`src/rtl/udp_tx_arbiter_pkg.sv`:
```
// Shared types and widths for the two-source UDP TX arbiter.
package udp_tx_arbiter_pkg;

  localparam int AXIS_DATA_W = 8;
  localparam int AXIS_KEEP_W = AXIS_DATA_W / 8;
  localparam int AXIS_USER_W = 1;
  localparam int AXIS_ID_W   = 4;
  localparam int AXIS_DEST_W = 4;

  typedef enum logic [1:0] {
    IDLE    = 2'd0,
    HEADER  = 2'd1,
    PAYLOAD = 2'd2
  } state_t;

  // Chooses which pending header to take next. With both pending, round-robin
  // favours whichever source was not served last; fixed priority favours 0.
  function automatic logic select_source(input logic valid0,
                                         input logic valid1,
                                         input logic last_grant,
                                         input logic round_robin);
    if (valid0 && valid1) begin
      return round_robin ? ~last_grant : 1'b0;
    end
    return valid1 && !valid0;
  endfunction

endpackage

```
`src/rtl/udp_tx_arbiter_if.sv`:
```
// UDP TX header and AXI-Stream payload interfaces used by the arbiter.
interface UDP_TX_HEADER_IF;
  logic        hdr_valid;
  logic        hdr_ready;
  logic [5:0]  ip_dscp;
  logic [1:0]  ip_ecn;
  logic [7:0]  ip_ttl;
  logic [31:0] ip_source_ip;
  logic [31:0] ip_dest_ip;
  logic [15:0] source_port;
  logic [15:0] dest_port;
  logic [15:0] length;
  logic [15:0] checksum;

  modport Source (
    output hdr_valid, ip_dscp, ip_ecn, ip_ttl, ip_source_ip, ip_dest_ip,
           source_port, dest_port, length, checksum,
    input  hdr_ready
  );

  modport Sink (
    input  hdr_valid, ip_dscp, ip_ecn, ip_ttl, ip_source_ip, ip_dest_ip,
           source_port, dest_port, length, checksum,
    output hdr_ready
  );
endinterface

interface AXIS_IF;
  import udp_tx_arbiter_pkg::*;

  logic                   tvalid;
  logic                   tready;
  logic [AXIS_DATA_W-1:0] tdata;
  logic [AXIS_KEEP_W-1:0] tstrb;
  logic [AXIS_KEEP_W-1:0] tkeep;
  logic                   tlast;
  logic [AXIS_ID_W-1:0]   tid;
  logic [AXIS_DEST_W-1:0] tdest;
  logic [AXIS_USER_W-1:0] tuser;
  logic                   twakeup;

  modport Transmitter (
    output tvalid, tdata, tstrb, tkeep, tlast, tid, tdest, tuser, twakeup,
    input  tready
  );

  modport Receiver (
    input  tvalid, tdata, tstrb, tkeep, tlast, tid, tdest, tuser, twakeup,
    output tready
  );
endinterface

```
`src/rtl/udp_tx_arbiter.sv`:
```
// Two-source UDP TX arbiter: takes one header from the selected source,
// presents it downstream, then passes that source's payload through until
// tlast, counting completed packets per source.
module udp_tx_arbiter
  import udp_tx_arbiter_pkg::*;
#(
  parameter logic ROUND_ROBIN = 1'b1
) (
  input  logic                  clk,
  input  logic                  reset,
  UDP_TX_HEADER_IF.Sink         in0_hdr_if,
  AXIS_IF.Receiver              in0_payload_if,
  UDP_TX_HEADER_IF.Sink         in1_hdr_if,
  AXIS_IF.Receiver              in1_payload_if,
  UDP_TX_HEADER_IF.Source       out_hdr_if,
  AXIS_IF.Transmitter           out_payload_if,
  output logic                  grant,
  output logic                  busy,
  output logic [15:0]           pkt_count0,
  output logic [15:0]           pkt_count1
);

  state_t state;
  state_t state_next;
  logic   last_grant;
  logic   sel;
  logic   hdr_accept;
  logic   hdr_done;
  logic   pkt_done;

  assign sel      = select_source(in0_hdr_if.hdr_valid, in1_hdr_if.hdr_valid,
                                  last_grant, ROUND_ROBIN);
  assign hdr_done = (state == HEADER) && out_hdr_if.hdr_valid && out_hdr_if.hdr_ready;
  assign busy     = (state != IDLE);

  // Next-state decode and the input header handshake, offered only in IDLE
  always_comb begin
    state_next           = state;
    hdr_accept           = 1'b0;
    in0_hdr_if.hdr_ready = 1'b0;
    in1_hdr_if.hdr_ready = 1'b0;
    case (state)
      IDLE: begin
        if (in0_hdr_if.hdr_valid || in1_hdr_if.hdr_valid) begin
          hdr_accept = 1'b1;
          if (sel) begin
            in1_hdr_if.hdr_ready = 1'b1;
          end else begin
            in0_hdr_if.hdr_ready = 1'b1;
          end
          state_next = HEADER;
        end
      end
      HEADER: begin
        if (hdr_done) begin
          state_next = PAYLOAD;
        end
      end
      PAYLOAD: begin
        if (pkt_done) begin
          state_next = IDLE;
        end
      end
      default: state_next = IDLE;
    endcase
  end

  // Zero-latency payload path from the granted source; everything is held off outside PAYLOAD
  always_comb begin
    out_payload_if.tvalid  = 1'b0;
    out_payload_if.tdata   = '0;
    out_payload_if.tstrb   = '0;
    out_payload_if.tkeep   = '0;
    out_payload_if.tlast   = 1'b0;
    out_payload_if.tid     = '0;
    out_payload_if.tdest   = '0;
    out_payload_if.tuser   = '0;
    out_payload_if.twakeup = 1'b0;
    in0_payload_if.tready  = 1'b0;
    in1_payload_if.tready  = 1'b0;
    pkt_done               = 1'b0;
    if (state == PAYLOAD) begin
      if (grant) begin
        out_payload_if.tvalid  = in1_payload_if.tvalid;
        out_payload_if.tdata   = in1_payload_if.tdata;
        out_payload_if.tstrb   = in1_payload_if.tstrb;
        out_payload_if.tkeep   = in1_payload_if.tkeep;
        out_payload_if.tlast   = in1_payload_if.tlast;
        out_payload_if.tid     = in1_payload_if.tid;
        out_payload_if.tdest   = in1_payload_if.tdest;
        out_payload_if.tuser   = in1_payload_if.tuser;
        out_payload_if.twakeup = in1_payload_if.twakeup;
        in1_payload_if.tready  = out_payload_if.tready;
        pkt_done = in1_payload_if.tvalid && out_payload_if.tready && in1_payload_if.tlast;
      end else begin
        out_payload_if.tvalid  = in0_payload_if.tvalid;
        out_payload_if.tdata   = in0_payload_if.tdata;
        out_payload_if.tstrb   = in0_payload_if.tstrb;
        out_payload_if.tkeep   = in0_payload_if.tkeep;
        out_payload_if.tlast   = in0_payload_if.tlast;
        out_payload_if.tid     = in0_payload_if.tid;
        out_payload_if.tdest   = in0_payload_if.tdest;
        out_payload_if.tuser   = in0_payload_if.tuser;
        out_payload_if.twakeup = in0_payload_if.twakeup;
        in0_payload_if.tready  = out_payload_if.tready;
        pkt_done = in0_payload_if.tvalid && out_payload_if.tready && in0_payload_if.tlast;
      end
    end
  end

  // State register, header capture on acceptance and grant bookkeeping
  always_ff @(posedge clk) begin
    if (reset) begin
      state                   <= IDLE;
      grant                   <= 1'b0;
      last_grant              <= 1'b1;
      out_hdr_if.hdr_valid    <= 1'b0;
      out_hdr_if.ip_dscp      <= '0;
      out_hdr_if.ip_ecn       <= '0;
      out_hdr_if.ip_ttl       <= '0;
      out_hdr_if.ip_source_ip <= '0;
      out_hdr_if.ip_dest_ip   <= '0;
      out_hdr_if.source_port  <= '0;
      out_hdr_if.dest_port    <= '0;
      out_hdr_if.length       <= '0;
      out_hdr_if.checksum     <= '0;
    end else begin
      state <= state_next;
      if (hdr_accept) begin
        grant                   <= sel;
        out_hdr_if.hdr_valid    <= 1'b1;
        out_hdr_if.ip_dscp      <= sel ? in1_hdr_if.ip_dscp      : in0_hdr_if.ip_dscp;
        out_hdr_if.ip_ecn       <= sel ? in1_hdr_if.ip_ecn       : in0_hdr_if.ip_ecn;
        out_hdr_if.ip_ttl       <= sel ? in1_hdr_if.ip_ttl       : in0_hdr_if.ip_ttl;
        out_hdr_if.ip_source_ip <= sel ? in1_hdr_if.ip_source_ip : in0_hdr_if.ip_source_ip;
        out_hdr_if.ip_dest_ip   <= sel ? in1_hdr_if.ip_dest_ip   : in0_hdr_if.ip_dest_ip;
        out_hdr_if.source_port  <= sel ? in1_hdr_if.source_port  : in0_hdr_if.source_port;
        out_hdr_if.dest_port    <= sel ? in1_hdr_if.dest_port    : in0_hdr_if.dest_port;
        out_hdr_if.length       <= sel ? in1_hdr_if.length       : in0_hdr_if.length;
        out_hdr_if.checksum     <= sel ? in1_hdr_if.checksum     : in0_hdr_if.checksum;
      end else if (hdr_done) begin
        out_hdr_if.hdr_valid <= 1'b0;
      end
      if (pkt_done) begin
        last_grant <= grant;
      end
    end
  end

  // Completed-packet counters; 16-bit arithmetic wraps 0xFFFF to 0x0000
  always_ff @(posedge clk) begin
    if (reset) begin
      pkt_count0 <= '0;
      pkt_count1 <= '0;
    end else if (pkt_done) begin
      if (grant) begin
        pkt_count1 <= pkt_count1 + 16'd1;
      end else begin
        pkt_count0 <= pkt_count0 + 16'd1;
      end
    end
  end

endmodule
```
`src/flat_wrapper.sv`:
```
// flat-port wrapper written by rule: the top's interface ports become plain ports
module udp_tx_arbiter_flat import udp_tx_arbiter_pkg::*;
#(
  parameter logic ROUND_ROBIN = 1'b1
)
  (clk, reset, grant, busy, pkt_count0, pkt_count1, in0_hdr_if_hdr_valid, in0_hdr_if_ip_dscp, in0_hdr_if_ip_ecn, in0_hdr_if_ip_ttl, in0_hdr_if_ip_source_ip, in0_hdr_if_ip_dest_ip, in0_hdr_if_source_port, in0_hdr_if_dest_port, in0_hdr_if_length, in0_hdr_if_checksum, in0_hdr_if_hdr_ready, in0_payload_if_tvalid, in0_payload_if_tdata, in0_payload_if_tstrb, in0_payload_if_tkeep, in0_payload_if_tlast, in0_payload_if_tid, in0_payload_if_tdest, in0_payload_if_tuser, in0_payload_if_twakeup, in0_payload_if_tready, in1_hdr_if_hdr_valid, in1_hdr_if_ip_dscp, in1_hdr_if_ip_ecn, in1_hdr_if_ip_ttl, in1_hdr_if_ip_source_ip, in1_hdr_if_ip_dest_ip, in1_hdr_if_source_port, in1_hdr_if_dest_port, in1_hdr_if_length, in1_hdr_if_checksum, in1_hdr_if_hdr_ready, in1_payload_if_tvalid, in1_payload_if_tdata, in1_payload_if_tstrb, in1_payload_if_tkeep, in1_payload_if_tlast, in1_payload_if_tid, in1_payload_if_tdest, in1_payload_if_tuser, in1_payload_if_twakeup, in1_payload_if_tready, out_hdr_if_hdr_valid, out_hdr_if_ip_dscp, out_hdr_if_ip_ecn, out_hdr_if_ip_ttl, out_hdr_if_ip_source_ip, out_hdr_if_ip_dest_ip, out_hdr_if_source_port, out_hdr_if_dest_port, out_hdr_if_length, out_hdr_if_checksum, out_hdr_if_hdr_ready, out_payload_if_tvalid, out_payload_if_tdata, out_payload_if_tstrb, out_payload_if_tkeep, out_payload_if_tlast, out_payload_if_tid, out_payload_if_tdest, out_payload_if_tuser, out_payload_if_twakeup, out_payload_if_tready);
  UDP_TX_HEADER_IF in0_hdr_if_i ();
  AXIS_IF in0_payload_if_i ();
  UDP_TX_HEADER_IF in1_hdr_if_i ();
  AXIS_IF in1_payload_if_i ();
  UDP_TX_HEADER_IF out_hdr_if_i ();
  AXIS_IF out_payload_if_i ();
  input  logic clk;
  input  logic reset;
  output logic grant;
  output logic busy;
  output logic [15:0] pkt_count0;
  output logic [15:0] pkt_count1;
  input wire logic [$bits(in0_hdr_if_i.hdr_valid)-1:0] in0_hdr_if_hdr_valid;
  input wire logic [$bits(in0_hdr_if_i.ip_dscp)-1:0] in0_hdr_if_ip_dscp;
  input wire logic [$bits(in0_hdr_if_i.ip_ecn)-1:0] in0_hdr_if_ip_ecn;
  input wire logic [$bits(in0_hdr_if_i.ip_ttl)-1:0] in0_hdr_if_ip_ttl;
  input wire logic [$bits(in0_hdr_if_i.ip_source_ip)-1:0] in0_hdr_if_ip_source_ip;
  input wire logic [$bits(in0_hdr_if_i.ip_dest_ip)-1:0] in0_hdr_if_ip_dest_ip;
  input wire logic [$bits(in0_hdr_if_i.source_port)-1:0] in0_hdr_if_source_port;
  input wire logic [$bits(in0_hdr_if_i.dest_port)-1:0] in0_hdr_if_dest_port;
  input wire logic [$bits(in0_hdr_if_i.length)-1:0] in0_hdr_if_length;
  input wire logic [$bits(in0_hdr_if_i.checksum)-1:0] in0_hdr_if_checksum;
  output wire logic [$bits(in0_hdr_if_i.hdr_ready)-1:0] in0_hdr_if_hdr_ready;
  input wire logic [$bits(in0_payload_if_i.tvalid)-1:0] in0_payload_if_tvalid;
  input wire logic [$bits(in0_payload_if_i.tdata)-1:0] in0_payload_if_tdata;
  input wire logic [$bits(in0_payload_if_i.tstrb)-1:0] in0_payload_if_tstrb;
  input wire logic [$bits(in0_payload_if_i.tkeep)-1:0] in0_payload_if_tkeep;
  input wire logic [$bits(in0_payload_if_i.tlast)-1:0] in0_payload_if_tlast;
  input wire logic [$bits(in0_payload_if_i.tid)-1:0] in0_payload_if_tid;
  input wire logic [$bits(in0_payload_if_i.tdest)-1:0] in0_payload_if_tdest;
  input wire logic [$bits(in0_payload_if_i.tuser)-1:0] in0_payload_if_tuser;
  input wire logic [$bits(in0_payload_if_i.twakeup)-1:0] in0_payload_if_twakeup;
  output wire logic [$bits(in0_payload_if_i.tready)-1:0] in0_payload_if_tready;
  input wire logic [$bits(in1_hdr_if_i.hdr_valid)-1:0] in1_hdr_if_hdr_valid;
  input wire logic [$bits(in1_hdr_if_i.ip_dscp)-1:0] in1_hdr_if_ip_dscp;
  input wire logic [$bits(in1_hdr_if_i.ip_ecn)-1:0] in1_hdr_if_ip_ecn;
  input wire logic [$bits(in1_hdr_if_i.ip_ttl)-1:0] in1_hdr_if_ip_ttl;
  input wire logic [$bits(in1_hdr_if_i.ip_source_ip)-1:0] in1_hdr_if_ip_source_ip;
  input wire logic [$bits(in1_hdr_if_i.ip_dest_ip)-1:0] in1_hdr_if_ip_dest_ip;
  input wire logic [$bits(in1_hdr_if_i.source_port)-1:0] in1_hdr_if_source_port;
  input wire logic [$bits(in1_hdr_if_i.dest_port)-1:0] in1_hdr_if_dest_port;
  input wire logic [$bits(in1_hdr_if_i.length)-1:0] in1_hdr_if_length;
  input wire logic [$bits(in1_hdr_if_i.checksum)-1:0] in1_hdr_if_checksum;
  output wire logic [$bits(in1_hdr_if_i.hdr_ready)-1:0] in1_hdr_if_hdr_ready;
  input wire logic [$bits(in1_payload_if_i.tvalid)-1:0] in1_payload_if_tvalid;
  input wire logic [$bits(in1_payload_if_i.tdata)-1:0] in1_payload_if_tdata;
  input wire logic [$bits(in1_payload_if_i.tstrb)-1:0] in1_payload_if_tstrb;
  input wire logic [$bits(in1_payload_if_i.tkeep)-1:0] in1_payload_if_tkeep;
  input wire logic [$bits(in1_payload_if_i.tlast)-1:0] in1_payload_if_tlast;
  input wire logic [$bits(in1_payload_if_i.tid)-1:0] in1_payload_if_tid;
  input wire logic [$bits(in1_payload_if_i.tdest)-1:0] in1_payload_if_tdest;
  input wire logic [$bits(in1_payload_if_i.tuser)-1:0] in1_payload_if_tuser;
  input wire logic [$bits(in1_payload_if_i.twakeup)-1:0] in1_payload_if_twakeup;
  output wire logic [$bits(in1_payload_if_i.tready)-1:0] in1_payload_if_tready;
  output wire logic [$bits(out_hdr_if_i.hdr_valid)-1:0] out_hdr_if_hdr_valid;
  output wire logic [$bits(out_hdr_if_i.ip_dscp)-1:0] out_hdr_if_ip_dscp;
  output wire logic [$bits(out_hdr_if_i.ip_ecn)-1:0] out_hdr_if_ip_ecn;
  output wire logic [$bits(out_hdr_if_i.ip_ttl)-1:0] out_hdr_if_ip_ttl;
  output wire logic [$bits(out_hdr_if_i.ip_source_ip)-1:0] out_hdr_if_ip_source_ip;
  output wire logic [$bits(out_hdr_if_i.ip_dest_ip)-1:0] out_hdr_if_ip_dest_ip;
  output wire logic [$bits(out_hdr_if_i.source_port)-1:0] out_hdr_if_source_port;
  output wire logic [$bits(out_hdr_if_i.dest_port)-1:0] out_hdr_if_dest_port;
  output wire logic [$bits(out_hdr_if_i.length)-1:0] out_hdr_if_length;
  output wire logic [$bits(out_hdr_if_i.checksum)-1:0] out_hdr_if_checksum;
  input wire logic [$bits(out_hdr_if_i.hdr_ready)-1:0] out_hdr_if_hdr_ready;
  output wire logic [$bits(out_payload_if_i.tvalid)-1:0] out_payload_if_tvalid;
  output wire logic [$bits(out_payload_if_i.tdata)-1:0] out_payload_if_tdata;
  output wire logic [$bits(out_payload_if_i.tstrb)-1:0] out_payload_if_tstrb;
  output wire logic [$bits(out_payload_if_i.tkeep)-1:0] out_payload_if_tkeep;
  output wire logic [$bits(out_payload_if_i.tlast)-1:0] out_payload_if_tlast;
  output wire logic [$bits(out_payload_if_i.tid)-1:0] out_payload_if_tid;
  output wire logic [$bits(out_payload_if_i.tdest)-1:0] out_payload_if_tdest;
  output wire logic [$bits(out_payload_if_i.tuser)-1:0] out_payload_if_tuser;
  output wire logic [$bits(out_payload_if_i.twakeup)-1:0] out_payload_if_twakeup;
  input wire logic [$bits(out_payload_if_i.tready)-1:0] out_payload_if_tready;
  assign in0_hdr_if_i.hdr_valid = in0_hdr_if_hdr_valid;
  assign in0_hdr_if_i.ip_dscp = in0_hdr_if_ip_dscp;
  assign in0_hdr_if_i.ip_ecn = in0_hdr_if_ip_ecn;
  assign in0_hdr_if_i.ip_ttl = in0_hdr_if_ip_ttl;
  assign in0_hdr_if_i.ip_source_ip = in0_hdr_if_ip_source_ip;
  assign in0_hdr_if_i.ip_dest_ip = in0_hdr_if_ip_dest_ip;
  assign in0_hdr_if_i.source_port = in0_hdr_if_source_port;
  assign in0_hdr_if_i.dest_port = in0_hdr_if_dest_port;
  assign in0_hdr_if_i.length = in0_hdr_if_length;
  assign in0_hdr_if_i.checksum = in0_hdr_if_checksum;
  assign in0_hdr_if_hdr_ready = in0_hdr_if_i.hdr_ready;
  assign in0_payload_if_i.tvalid = in0_payload_if_tvalid;
  assign in0_payload_if_i.tdata = in0_payload_if_tdata;
  assign in0_payload_if_i.tstrb = in0_payload_if_tstrb;
  assign in0_payload_if_i.tkeep = in0_payload_if_tkeep;
  assign in0_payload_if_i.tlast = in0_payload_if_tlast;
  assign in0_payload_if_i.tid = in0_payload_if_tid;
  assign in0_payload_if_i.tdest = in0_payload_if_tdest;
  assign in0_payload_if_i.tuser = in0_payload_if_tuser;
  assign in0_payload_if_i.twakeup = in0_payload_if_twakeup;
  assign in0_payload_if_tready = in0_payload_if_i.tready;
  assign in1_hdr_if_i.hdr_valid = in1_hdr_if_hdr_valid;
  assign in1_hdr_if_i.ip_dscp = in1_hdr_if_ip_dscp;
  assign in1_hdr_if_i.ip_ecn = in1_hdr_if_ip_ecn;
  assign in1_hdr_if_i.ip_ttl = in1_hdr_if_ip_ttl;
  assign in1_hdr_if_i.ip_source_ip = in1_hdr_if_ip_source_ip;
  assign in1_hdr_if_i.ip_dest_ip = in1_hdr_if_ip_dest_ip;
  assign in1_hdr_if_i.source_port = in1_hdr_if_source_port;
  assign in1_hdr_if_i.dest_port = in1_hdr_if_dest_port;
  assign in1_hdr_if_i.length = in1_hdr_if_length;
  assign in1_hdr_if_i.checksum = in1_hdr_if_checksum;
  assign in1_hdr_if_hdr_ready = in1_hdr_if_i.hdr_ready;
  assign in1_payload_if_i.tvalid = in1_payload_if_tvalid;
  assign in1_payload_if_i.tdata = in1_payload_if_tdata;
  assign in1_payload_if_i.tstrb = in1_payload_if_tstrb;
  assign in1_payload_if_i.tkeep = in1_payload_if_tkeep;
  assign in1_payload_if_i.tlast = in1_payload_if_tlast;
  assign in1_payload_if_i.tid = in1_payload_if_tid;
  assign in1_payload_if_i.tdest = in1_payload_if_tdest;
  assign in1_payload_if_i.tuser = in1_payload_if_tuser;
  assign in1_payload_if_i.twakeup = in1_payload_if_twakeup;
  assign in1_payload_if_tready = in1_payload_if_i.tready;
  assign out_hdr_if_hdr_valid = out_hdr_if_i.hdr_valid;
  assign out_hdr_if_ip_dscp = out_hdr_if_i.ip_dscp;
  assign out_hdr_if_ip_ecn = out_hdr_if_i.ip_ecn;
  assign out_hdr_if_ip_ttl = out_hdr_if_i.ip_ttl;
  assign out_hdr_if_ip_source_ip = out_hdr_if_i.ip_source_ip;
  assign out_hdr_if_ip_dest_ip = out_hdr_if_i.ip_dest_ip;
  assign out_hdr_if_source_port = out_hdr_if_i.source_port;
  assign out_hdr_if_dest_port = out_hdr_if_i.dest_port;
  assign out_hdr_if_length = out_hdr_if_i.length;
  assign out_hdr_if_checksum = out_hdr_if_i.checksum;
  assign out_hdr_if_i.hdr_ready = out_hdr_if_hdr_ready;
  assign out_payload_if_tvalid = out_payload_if_i.tvalid;
  assign out_payload_if_tdata = out_payload_if_i.tdata;
  assign out_payload_if_tstrb = out_payload_if_i.tstrb;
  assign out_payload_if_tkeep = out_payload_if_i.tkeep;
  assign out_payload_if_tlast = out_payload_if_i.tlast;
  assign out_payload_if_tid = out_payload_if_i.tid;
  assign out_payload_if_tdest = out_payload_if_i.tdest;
  assign out_payload_if_tuser = out_payload_if_i.tuser;
  assign out_payload_if_twakeup = out_payload_if_i.twakeup;
  assign out_payload_if_i.tready = out_payload_if_tready;
  udp_tx_arbiter #(.ROUND_ROBIN(ROUND_ROBIN)) u_core (.clk(clk), .reset(reset), .in0_hdr_if(in0_hdr_if_i), .in0_payload_if(in0_payload_if_i), .in1_hdr_if(in1_hdr_if_i), .in1_payload_if(in1_payload_if_i), .out_hdr_if(out_hdr_if_i), .out_payload_if(out_payload_if_i), .grant(grant), .busy(busy), .pkt_count0(pkt_count0), .pkt_count1(pkt_count1));
endmodule
```
`config.mk`:
```
export PLATFORM = sky130hd
export DESIGN_NAME = udp_tx_arbiter_flat
export DESIGN_NICKNAME = d
export VERILOG_FILES = /design/src/rtl/udp_tx_arbiter_pkg.sv /design/src/rtl/udp_tx_arbiter_if.sv /design/src/rtl/udp_tx_arbiter.sv /design/src/flat_wrapper.sv
export SDC_FILE = /design/constraint.sdc
export NUM_CORES = 1
export LEC_CHECK = 0
export CORE_AREA = 2 2 212 214
export CTS_CLUSTER_DIAMETER = 150
export DETAILED_ROUTE_END_ITERATION = 16
export DIE_AREA = 0 0 214 216
export SETUP_SLACK_MARGIN = 0.15
export SLEW_MARGIN = 20
export SYNTH_ARGS = -nofsm -noshare
export SYNTH_HDL_FRONTEND = slang
export SYNTH_SLANG_ARGS = --single-unit
```
`constraint.sdc`:
```
create_clock -name clk -period 2.6 [get_ports clk]
set_clock_uncertainty 0.1 [all_clocks]
set_input_delay 0.26 -clock clk [delete_from_list [all_inputs] [get_ports clk]]
set_output_delay 0.26 -clock clk [all_outputs]
set_load 0.01 [all_outputs]
```
Yosys cells after proc, flatten, opt, wreduce, memory -nomap -nowiden
Index checks and enable logic that the tools add are counted.
{ "totals": {"inputBits": 338, "output_inout_bits": 205, "word_cells": 90, "register_bits": 181} }
{ "classes": {"addsub": 2, "n_bitwise": 2, "mux": 50, "n_eq_ne": 5, "reduce_logical": 16} }
{ "op_table": {"columns": ["op", "n"], "rows": [
  ["two-way mux 16 bit", 4],
  ["two-way mux 32 bit", 2],
  ["adder 16 x 1 -> 16 bit (second input constant)", 2],
  ["two-way mux 1 bit", 31],
  ["two-way mux 8 bit", 3],
  ["two-way mux 4 bit", 4],
  ["logical AND 1 bit", 8],
  ["two-way mux 2 bit", 4],
  ["two-way mux 6 bit", 1],
  ["inequality test 2 x 1 -> 1 bit (second input constant)", 3],
  ["one-hot mux 2 bit (3 select lines)", 1],
  ["AND reduction 2 bit", 2],
  ["nonzero test 2 bit", 2],
  ["AND reduction 3 bit", 1],
  ["== test 2 x 1 -> 1 bit (second input constant)", 1],
  ["== test 2 bit (second input constant)", 1],
  ["logical NOT 2 bit", 1],
  ["NOT 1 bit", 2],
  ["logical NOT 1 bit", 1],
  ["logical OR 1 bit", 1]
]} }

Logic depth before layout (Yosys ltp)
Gate-level depths: netlist of run 1.
{ "depth": {"depth_word": 6, "ltp_mapped": 7, "depth_no_buf": 5} }

Least setup slack after synthesis of run 1
OpenSTA, ideal clock, no wires.
{ "synth_timing": {"kind": "flip-flop to flip-flop", "from": "register u_core.grant", "to": "register u_core.pkt_count0[15]", "stages_incl_launch_ff": 6, "required_ps": 2430, "synth_period_minus_slack_ps": 1967, "setup_time_ps": 70, "arrival_time_ps": 1797, "path_buffers": 1, "path_slack_ps": 633, "cell_sequence": "dfxtp_1 > nand3b_2 > or4_1 > buf_2 > or4_1 > a21oi_1"} }
{ "synth_via": {"elab_chain_cells": 3, "elab_cells_between_ends": 4, "classes_between": "2 x mux; 1 x bitwise; 1 x reduce/logical"} }
{ "synth_lines": {"columns": ["item", "line_no", "source"], "rows": [
  ["from (decl)", "udp_tx_arbiter.sv:17", "output logic grant,"],
  ["from (signal assigned)", "udp_tx_arbiter.sv:130", "grant <= sel;"],
  ["two-way mux 1 bit", "udp_tx_arbiter.sv:83", "if (grant) begin"],
  ["two-way mux 1 bit", "udp_tx_arbiter.sv:82", "if (state == PAYLOAD) begin"],
  ["AND reduction 2 bit (no line) (*)", null, null],
  ["to (signal assigned)", "udp_tx_arbiter.sv:159", "pkt_count0 <= pkt_count0 + 16'd1;"],
  ["to (decl)", "udp_tx_arbiter.sv:19", "output logic [15:0] pkt_count0,"]
]} }
Every way passes the cells marked *; elsewhere a longest branch is shown, timed or not.
A chain may end at the register's enable or synchronous reset.

Worst setup path after layout of run 1
{ "layout_timing": {"from": "register u_core.grant", "to": "output out_payload_if_tdata[6]"} }
{ "layout_via": {"elab_chain_cells": 2} }
{ "layout_lines": {"columns": ["item", "line_no", "source"], "rows": [
  ["two-way mux 8 bit", "udp_tx_arbiter.sv:83", null],
  ["two-way mux 8 bit", "udp_tx_arbiter.sv:82", null],
  ["to (decl)", "flat_wrapper.sv:73", "output wire logic [$bits(out_payload_if_i.tdata)-1:0] out_payload_if_tdata;"]
]} }
Every way passes these cells.

==> results of run 1 <==
worst max path at each step:
| stage | end | from |
|---|---|---|
| after floorplan | u_core.pkt_count0[15]$_SDFFE_PP0P_ | u_core.grant$_SDFFE_PP0P_ |
| after detailed placement | u_core.pkt_count0[15]$_SDFFE_PP0P_ | out_payload_if_tready |
| after global routing | out_payload_if_tdata[6] | u_core.grant$_SDFFE_PP0P_ |
| after CTS | out_payload_if_tdata[6] | u_core.grant$_SDFFE_PP0P_ |
| after global placement | u_core.pkt_count0[15]$_SDFFE_PP0P_ | out_payload_if_tready |
| final | out_payload_if_tdata[6] | u_core.grant$_SDFFE_PP0P_ |
power breakdown:
part	switching (W)	internal, W
registers	0.000115	0.00298
logic	0.000755	0.00108
clock network	0.00120	0.00159
kinds of logic (layout without fill, tap and decap cells):
logic type | after synthesis | count (layout) | synth area share, %
AO/OA/AOI/OAI | 184 | 184 | 22.6
XOR/XNOR | 16 | 16 | 1.93
adder cells (fa/ha/maj) | 2 | 2 | 0.344
buffers and inverters | 82 | 596 | 4.42
flip-flops | 181 | 181 | 49.8
multiplexers | 33 | 33 | 4.54
AND/OR/NAND/NOR | 269 | 269 | 16.4
worst register-to-register path, cell delays in order (launching register included):
cell	delay [ps]
dfxtp_1	390
buf_12	240
nand3_1	140
or4_1	650
or4_1	460
a21oi_1	150
cell usage in the layout (no fill, tap or decap), drive strengths merged, types with 9 or more instances in the layout:
cell	Yosys	final
clkdlybuf4s50	0	541
nor2	188	188
dfxtp	181	181
a222oi	133	133
mux2i	33	33
clkbuf	56	21
a21oi	19	19
buf	20	17
nand2	15	15
nand4	12	12
xnor2	12	12
a211oi	11	11
o21ai	11	11
inv	6	11
nand3	9	9
or4	9	9
what timing repair did:
item / CTS / global route
endpoints found under the setup margin: 0 / 1
gates resized for setup: 0 / 1
endpoints found under the hold margin: 0 / 0
stage by stage:
| stage | util [%] | cell area (um2) | setup WS (ps) | instances |
|---|---|---|---|---|
| finish | 31.9 | 14000 | 248 | 1873 |
| global route | 31.9 | 14000 | 175 | 1873 |
| CTS | 31.9 | 14000 | 205 | 1873 |
| detailed placement | 30.5 | 13400 | 179 | 1841 |
| global placement | 30.5 | 13400 | 183 | 1841 |
| floorplan | - | 7270 | 633 | 767 |
layer usage:
metal / share of wire [%] / global-route usage, %
met5: 0 / 0
met4: 2.0 / 4.38
met3: 8.5 / 5.02
met2: 48 / 22.0
met1: 41 / 16.4
registers in the layout, summed over array words and instances, names as in the netlist, 2 cells and up:
register,cells
u_core.out_hdr_if.length,16
u_core.pkt_count0,16
u_core.out_hdr_if.dest_port,16
u_core.out_hdr_if.ip_dscp,6
u_core.out_hdr_if.source_port,16
u_core.out_hdr_if.ip_source_ip,32
u_core.out_hdr_if.ip_ttl,8
u_core.out_hdr_if.checksum,16
u_core.pkt_count1,16
u_core.out_hdr_if.ip_ecn,2
u_core.out_hdr_if.ip_dest_ip,32
u_core.state,2
area by class of cell:
| type | instances | share of cell area (%) |
|---|---|---|
| Clock inverter | 11 | 1.15 |
| Sequential cell | 181 | 25.9 |
| Tap cell | 592 | 5.29 |
| Clock buffer | 21 | 3.29 |
| Inverter | 6 | 0.161 |
| Timing Repair Buffer | 558 | 40.3 |
| Multi-Input combinational cell | 504 | 23.9 |
==> flow_metrics.tcl, run 1 <==
set metrics [dict create \
    viasPerCell 4.51 \
    gp_congestion 0.826 \
    cap_violations 0 \
    synth_top_area_share_pct 49.8 \
    coreArea_um2 43800 \
    yosysWarnings 0 \
    fin_crit_sh_pct 90.5 \
    rrSetupSlack_ps 380 \
    slowest_stage "clkdlybuf4s50_1" \
    ir_drop_mv 0.390 \
    synth-main-ff-cell "dfxtp_1" \
    diodes 0 \
    crit_cells 4 \
    place.port_buffers 542 \
    reg2reg_depth 5 \
    die_w_um 214 \
    postCtsSetupBuffers 0 \
    tightest_slew_ps 866 \
    max_stage_delay_ps 490 \
    grt_pass1_vias 8347 \
    rsz0062_at_grt "no" \
    antenna_found_initial 0 \
    worstPathArrival_ps 1990 \
    holdCritStartpoint "reset" \
    hold_slack_ps 180 \
    numCtsBuffers 17 \
    period_needed_ps 2350 \
    required_ps 2240 \
    dp_hpwl_mm 23.7 \
    nFillCells 4492 \
    netlist_top_cells_area "dfxtp_1, a222oi_1, nor2_1, mux2i_1, clkbuf_1" \
    initial_core_util_pct 16.6 \
    hold_end "u_core.pkt_count0[2]$_SDFFE_PP0P_" \
    drt_iter0_drc 961 \
    grt_max_degree 79 \
    io_pins 543 \
    drc 0 \
    htreeDepth 4 \
    syn_avg_cell_area_um2 9.48 \
    drive_gt1_share_pct 4.06 \
    synth-edff-count 0 \
    cts_num_sinks 181 \
    clk_pin_slew_ps 70 \
    hp-class "in2reg" \
    gr-total-overflow 0 \
    powerDensity_nw_per_um2 552 \
    synth_top_area_cell "dfxtp_1" \
    crit_fanout 31 \
    setup_violations 0 \
    wl_mm 32.6 \
    critPathCaptureType "output pin" \
    yosysSeqAreaShare_pct 49.8 \
    cts-root-buf "clkbuf_16" \
    synth_most_common_cell "nor2_1" \
    global_route.usage.total_pct 13.5 \
    status "completed" \
    syn-num-nets 1107 \
    vias 8444 \
    multiInputGateArea_um2 3350 \
    first_pass_iters 9 \
    hold_buffers 0 \
    routedWlPerCell_um 17.4 \
    clkLatencyLatePin_ps 450 \
    worstReg2RegEnd "u_core.pkt_count1[13]$_SDFFE_PP0P_" \
    final_net_count 1608 \
    yosys-top-cells-count "nor2_1, dfxtp_1, a222oi_1" \
    netlist_instances 767 \
    synth_cell_types 37 \
    syn_to_final_growth_pct 92.4 \
    die-area_um2 46200 \
    grt_pass1_wl_mm 49.0 \
    slew_viol_final 0 \
    synthesis.area_um2 7270 \
    critical-path-top-delay-family "buffers and inverters" \
    slew-limit-headroom_pct 42.3 \
    critPathBufInv 2 \
    path_class "reg2out" \
    async_flop_share_pct 0 \
    hold_viol_final 0 \
    cp-start-kind "flip-flop" \
    register_area_um2 3620 \
    r2r_start "u_core.grant$_SDFFE_PP0P_" \
    hold_depth 2 \
    cts_tree "done" \
    cts.path.max_buffers 2 \
    p_leak_nw 4.86 \
    p_total_w 0.00772 \
    final.setup.tns_ps 0 \
    max_freq_mhz 425 \
    antenna_left 0 \
    die_h_um 216 \
    path_cells "buf_12, mux2i_2, nor2_1, clkdlybuf4s50_1" \
    rows 77 \
    synth-seq-cells 181 \
]
Note: power is estimated with default switching activity, not from simulation.
==> inputs of run 2 (changes only) <==
- CAP_MARGIN: unset -> 20
==> results of run 2 <==
Same layout as run 1: the final DEF is identical, and so are final timing and power.
==> inputs of run 3 (changes only) <==
- TNS_END_PERCENT: unset -> 1
==> results of run 3 <==
Same layout as run 1: the final DEF is identical, and so are final timing and power.
